File: src/rtl/rom_streamer.sv
// Streams a block of consecutive ROM words out as a valid/ready stream, one word per cycle.
// Optional abort input is enabled by defining ROM_STREAM_ABORT_EN.
module rom_streamer #(
  parameter int DATA_WIDTH = 8,
  parameter int ADDR_WIDTH = 8
) (
  input  logic                  clk,
  input  logic                  rst,
  input  logic                  start,
  input  logic [ADDR_WIDTH-1:0] start_addr,
  input  logic [ADDR_WIDTH:0]   length,
  output logic [ADDR_WIDTH-1:0] rom_addr,
  input  logic [DATA_WIDTH-1:0] rom_data,
  output logic [DATA_WIDTH-1:0] out_data,
  output logic                  out_valid,
  input  logic                  out_ready,
`ifdef ROM_STREAM_ABORT_EN
  input  logic                  abort,
`endif
  output logic                  busy,
  output logic                  done
);

  typedef enum logic [1:0] {IDLE, FETCH, SEND} state_t;

  state_t                  state, state_nxt;
  logic [ADDR_WIDTH-1:0]   addr_nxt;
  logic [DATA_WIDTH-1:0]   data_nxt;
  logic                    valid_nxt, busy_nxt, done_nxt;
  logic [ADDR_WIDTH:0]     remaining, rem_nxt;
  logic                    abort_req;

`ifdef ROM_STREAM_ABORT_EN
  assign abort_req = abort;
`else
  assign abort_req = 1'b0;
`endif

  // Address counter wraps naturally at the ROM depth.
  function automatic logic [ADDR_WIDTH-1:0] next_addr(input logic [ADDR_WIDTH-1:0] a);
    return a + {{(ADDR_WIDTH-1){1'b0}}, 1'b1};
  endfunction

  always_comb begin
    state_nxt = state;
    addr_nxt  = rom_addr;
    data_nxt  = out_data;
    valid_nxt = out_valid;
    busy_nxt  = busy;
    done_nxt  = 1'b0;
    rem_nxt   = remaining;
    case (state)
      IDLE: begin
        valid_nxt = 1'b0;
        busy_nxt  = 1'b0;
        if (start) begin
          if (length != '0) begin
            addr_nxt  = start_addr;
            rem_nxt   = length;
            busy_nxt  = 1'b1;
            state_nxt = FETCH;
          end else begin
            done_nxt = 1'b1;
          end
        end
      end
      FETCH: begin
        if (abort_req) begin
          valid_nxt = 1'b0;
          busy_nxt  = 1'b0;
          state_nxt = IDLE;
        end else begin
          data_nxt  = rom_data;
          valid_nxt = 1'b1;
          addr_nxt  = next_addr(rom_addr);
          state_nxt = SEND;
        end
      end
      SEND: begin
        if (abort_req) begin
          valid_nxt = 1'b0;
          busy_nxt  = 1'b0;
          state_nxt = IDLE;
        end else if (out_ready) begin
          // remaining counts the word currently presented on out_data
          if (remaining > (ADDR_WIDTH+1)'(1)) begin
            data_nxt = rom_data;
            addr_nxt = next_addr(rom_addr);
            rem_nxt  = remaining - (ADDR_WIDTH+1)'(1);
          end else begin
            valid_nxt = 1'b0;
            busy_nxt  = 1'b0;
            done_nxt  = 1'b1;
            state_nxt = IDLE;
          end
        end
      end
      default: begin
        valid_nxt = 1'b0;
        busy_nxt  = 1'b0;
        state_nxt = IDLE;
      end
    endcase
  end

  always_ff @(posedge clk) begin
    if (rst) begin
      state     <= IDLE;
      rom_addr  <= '0;
      out_data  <= '0;
      out_valid <= 1'b0;
      busy      <= 1'b0;
      done      <= 1'b0;
      remaining <= '0;
    end else begin
      state     <= state_nxt;
      rom_addr  <= addr_nxt;
      out_data  <= data_nxt;
      out_valid <= valid_nxt;
      busy      <= busy_nxt;
      done      <= done_nxt;
      remaining <= rem_nxt;
    end
  end

endmodule

File: config.mk
export PLATFORM = sky130hd
export DESIGN_NAME = rom_streamer
export DESIGN_NICKNAME = d
export VERILOG_FILES = /design/src/rtl/rom_streamer.sv
export SDC_FILE = /design/constraint.sdc
export NUM_CORES = 1
export LEC_CHECK = 0
export CORE_ASPECT_RATIO = 1.75
export CORE_MARGIN = 1
export CORE_UTILIZATION = 29
export DETAILED_ROUTE_END_ITERATION = 16
export GPL_TIMING_DRIVEN = 0
export PLACE_DENSITY_LB_ADDON = 0.2
export REMOVE_ABC_BUFFERS = 1
export SYNTH_ARGS = -nofsm -noshare
export SYNTH_HDL_FRONTEND = slang
export SYNTH_SLANG_ARGS = --single-unit
File: constraint.sdc
create_clock -name clk -period 1.91 [get_ports clk]
set_input_delay 0.382 -clock clk [delete_from_list [all_inputs] [get_ports clk]]
set_output_delay 0.382 -clock clk [all_outputs]
set_load 0.1 [all_outputs]
== After elaboration in Yosys (flattened, before gate mapping) ==
Index checks and enable logic that the tools add are counted.

* Equal/unequal tests: 7
* $add $sub $neg: 2
* Bitwise gates (word level): 1
* Order comparisons: 1
* Mux-type cells: 29
* Reductions and logical operators: 11

{| class="wikitable"
|+ Operator list
! operator !! count
|-
| $mux 8 || 6
|-
| $mux 9 || 4
|-
| $pmux 8 s3 || 1
|-
| $pmux 9 s2 || 1
|-
| $pmux 8 s2 || 1
|-
| $ne 2x2->1 const B || 5
|-
| $reduce_and 5->1 || 2
|-
| $gt 9x1->1 const B || 1
|-
| $reduce_bool 9->1 || 1
|-
| $sub 9x1->9 const B || 1
|-
| $add 8x1->8 const B || 1
|-
| $mux 1 || 8
|-
| $mux 2 || 4
|-
| $pmux 2 s3 || 1
|-
| $reduce_and 3->1 || 2
|-
| $pmux 1 s2 || 2
|-
| $reduce_and 4->1 || 1
|-
| $reduce_bool 2->1 || 2
|-
| $pmux 1 s3 || 1
|-
| $reduce_bool 3->1 || 1
|-
| $eq 2x1->1 const B || 1
|-
| $eq 2x2->1 const B || 1
|-
| $logic_not 2->1 || 1
|-
| $reduce_and 2->1 || 1
|-
| $not 1->1 || 1
|}

* Register bits after elaboration: 30
* Logic and storage cells: 58
* Bits of input ports: 29
* Output and inout port bits: 19

== Longest topological paths before layout ==
* Depth in word-level cells: 4
* Depth in mapped cells: 7
* Depth with buffers taken out: 6

== Least setup slack after synthesis ==
OpenSTA, ideal clock, no wires.

* Path type: register -> register
* Start point: register rom_addr[0]
* End point: register rom_addr[7]
* Arrival: 2.379 ns
* Cell stages (with the launch flop): 5
* Setup slack: -0.530 ns
* Library setup time: 0.061 ns
* Required time: 1.849 ns
* Clock period less this slack: 2.440 ns
* Buffers on the path: 0
* Cells stage by stage: dfxtp_1 > nand3_1 > or4_1 > a2111oi_0 > a31o_2

* Cells in the longest elaborated chain, start to end: 4

{| class="wikitable"
|+ Ends and longest elaborated chain
! what !! line !! text
|-
| from (decl) || 12 || <nowiki>output logic [ADDR_WIDTH-1:0] rom_addr,</nowiki>
|-
| from (signal assigned) || 117 || <nowiki>rom_addr <= addr_nxt;</nowiki>
|-
| $add 8x1->8 (*) || 41 || <nowiki>return a + {{(ADDR_WIDTH-1){1'b0}}, 1'b1};</nowiki>
|-
| $mux 8 || 86 || <nowiki>if (remaining > (ADDR_WIDTH+1)'(1)) begin</nowiki>
|-
| $mux 8 || 84 || <nowiki>end else if (out_ready) begin</nowiki>
|-
| $pmux 8 s3 (*) || 52 || <nowiki>case (state)</nowiki>
|}

Every way passes the cells marked *; elsewhere a longest branch is shown, timed or not. The select of a mux whose other input is x is not followed.
A chain may end at the register's enable or synchronous reset.

== Worst setup path in the final report ==
* Start point: register state[0]
* End point: register rom_addr[0]

* Cells in the longest elaborated chain, start to end: 3
* Elaborated cells between the ends (all ways): 10
* Those cells by class: 6 x eq/ne; 1 x mux; 3 x reduce/logical

{| class="wikitable"
|+ Ends and longest elaborated chain
! what !! line !! text
|-
| from (decl) || 26 || <nowiki>state_t state, state_nxt;</nowiki>
|-
| from (signal assigned) || 116 || <nowiki>state <= state_nxt;</nowiki>
|-
| $eq 2x2->1 (tied with other cells) || 52 ||
|-
| $ne 2x2->1 (no source line) / $reduce_bool 3->1 (equally long branches) || n/a ||
|-
| $reduce_and 5->1 (no source line) || n/a ||
|}

Several ways; a longest one is shown, not always the timed one.

==> metrics.md <==
| Metric | Value |
|---|---|
| Detailed Place HPWL | `~4.3 mm` |
| Die Ht | `111 um` |
| Ys flop type | `dfxtp_1` |
| Fillers | `around 660` |
| Final instance area | `about 3000 um^2` |
| DRC Markers | `0` |
| Seq/Total Area, Yosys | `0.304` |
| Minimum clock period | `1910 ps` |
| Top-count cell post-synth | `dfxtp_1` |
| Maximum fanout along the worst path | `4` |
| Top area cells in the synthesized netlist | `dfxtp_1 30%, a21oi_1 5.8%, ha_1 5.1%` |
| Die ar. | `approximately 7200 um^2` |
| GR Overflow Total | `0` |
| R2R Setup Slk | `4 ps` |
| Worst Hold Class | `reg -> reg` |
| Via Count | `2116` |
| Root Driver | `clkbuf_16` |
| Synth top area share | `0.304` |
| Final setup vio count | `0` |
| Area of the mapped netlist | `around 2000 um^2` |
| DRT Pass-1 Iters | `4` |
| Post-synth cell types | `just under 60` |
| Post-route setup TNS | `0 ps` |
| Post-synth EDFFs | `0` |
| Nets | `between 300 and 400` |
| Area leader, netlist | `dfxtp_1` |
| Total track usage | `0.179` |
| Critical setup path kind | `reg -> reg` |
| Rel. slew slack | `0.351` |
| Cts-stage hold buffer count | `0` |
| Share of cells above drive strength 1 | `0.255` |
| Syn avg cell area | `between 8 and 9 um^2` |
| Max-slew violations | `0` |
| Flops & latches, synth | `30` |
| Worst Setup Start Kind | `flip-flop` |
| Endpoint class of the critical path | `flip-flop` |
| # IOs | `between 40 and 50` |
| Global-route wire length before repair | `between 10 and 15 mm` |
| Peak supply drop | `1.41 mV` |
| Async set-reset flop share out of synthesis | `0` |
| GP Congestion | `approximately 0.85` |
| Final Cycle Share | `0.998` |
| Clk slew on worst S/H paths | `50 ps` |
| Core Area | `approximately 6500 um^2` |
| Starting Density | `0.302` |
| Htree depth | `2` |
| RSZ-0062 raised after global routing | `yes` |
| Leak | `between 1 and 1.5 nW` |
| DR WL/cell | `about 17 um` |
| Antenna-violating nets left | `0` |
| Clk buf depth | `2` |
| Worst Path Required | `2070 ps` |
| Post-DP Area | `between 2000 and 2500 um^2` |
| CTS Sinks | `30` |
| Worst skew pair latency | `270 ps` |
| Post-Synthesis Cells | `230` |
| Outcome | `finished, final reports clean` |
| Die W | `around 64 um` |
| Synth cell count leaders | `30 x dfxtp_1, 23 x a21oi_1, 18 x nand2_1` |
| Worst slew pin tran | `977 ps` |
| Worst hold slack | `approximately 470 ps` |
| Area Overhead vs Synth | `49.8%` |
| First DRT Iteration DRCs | `106` |
| Synth warn | `0` |
| Diode count | `0` |
| Cts bufs inserted | `5` |
| CTS tree | `built` |
| Initial antenna violation count | `0` |
| FMAX | `approximately 520 MHz` |
| Via/cell ratio | `roughly 5.6` |
| Final Hold Fails | `0` |
| Routed WL | `~6.3 mm` |
| Largest net degree at the start of global routing | `33` |
| PwrDens | `between 2000 and 2500 nW/um^2` |
| Max-cap violations | `0` |
| Num rows | `39` |
| Critical path arrival | `just over 2000 ps` |
| # port buffers | `47` |
| Number of global-route vias before repair | `roughly 2.1k` |
| Fin Clk Skew | `4.46 ps` |
-- report_power, final --
group | leakage [nW] | internal [mW] | switching, mW | total, mW
clock network | 0.0688 | 0.502 | 0.262 | 0.764
logic | 0.819 | 1.62 | 2.80 | 4.42
registers | 0.248 | 0.899 | 0.302 | 1.20
-- worst paths after layout --
kind         startpoint     endpoint  depth (start not counted)
max            state[0]  rom_addr[0]                          7
min                busy         busy                          2
max reg2reg    state[0]  rom_addr[0]                          7
min reg2reg        busy         busy                          2
-- final cells by class --
cell class	count	area [um^2]	share of cell area
Clock buffer	6	139	0.0469
Inverter	10	45.0	0.0152
Multi-Input combinational cell	178	1420	0.479
Sequential cell	30	609	0.206
Tap cell	82	103	0.0346
Timing Repair Buffer	70	647	0.218
-- layer usage --
| layer | GRT usage | vias to the layer above | routed length [um] |
|---|---|---|---|
| li1 | - | 1024 | - |
| met1 | 0.197 | 1006 | 2480 |
| met2 | 0.312 | 69 | 3350 |
| met3 | 0.0288 | 17 | 204 |
| met4 | 0.110 | 0 | 254 |
| met5 | 0 | - | 0 |
-- per-stage QoR --
| stage | power [mW] | utilization | std cells | setup WS [ps] |
|---|---|---|---|---|
| after floorplan | 3.89 | - | 218 | -530 |
| after global placement | 4.78 | 0.381 | 347 | -986 |
| after detailed placement | 4.79 | 0.381 | 347 | -1010 |
| after CTS | 5.89 | 0.426 | 364 | -33.0 |
| after global routing | 6.77 | 0.453 | 376 | -58.1 |
| final | 6.39 | 0.453 | 376 | 4.46 |
-- timing repair --
item,CTS,global route
pin swaps,10,15
setup endpoints to repair,48,23
gates resized for setup,63,19
setup buffers,11,12
-- placed cells by master, fill, tap and decap left out, drive strengths merged, types with 3 or more instances in the layout --
cell,count
buf,23
a211oi,4
a41oi,4
clkdlybuf4s50,19
o32ai,6
a21oi,23
clkbuf,7
dlygate4sd2,19
o21ai,17
a311oi,3
o31ai,7
a31oi,3
ha,8
a41o,4
or4b,3
nor2b,6
or4,4
nor2,9
and3,4
dfxtp,30
nor3,6
nor4,3
or3,3
nand2,18
inv,9
clkdlybuf4s15,7
mux2i,3
nand3,14
-- worst max-delay path, cell delays in order (launching register included) --
cell and delay (ps):
dfxtp_4 350, inv_4 80, ha_4 140, or4b_4 520, o311ai_4 240, buf_6 170
a211oi_2 40, o221a_2 270
-- flip-flops by register name (all words and copies together), names as in the netlist --
register	flops
out_valid	1
out_data	8
busy	1
done	1
rom_addr	8
state	2
remaining	9
-- kinds of logic after synthesis --
group                    count (synthesis)  synth area share
buffers and inverters                   22            0.0475
multiplexers                             3            0.0152
AND/OR/NAND/NOR                         79             0.230
AO/OA/AOI/OAI                           88             0.353
flip-flops                              30             0.304
adder cells (fa/ha/maj)                  8            0.0506
No activity file was read; power rests on OpenSTA's default activity.
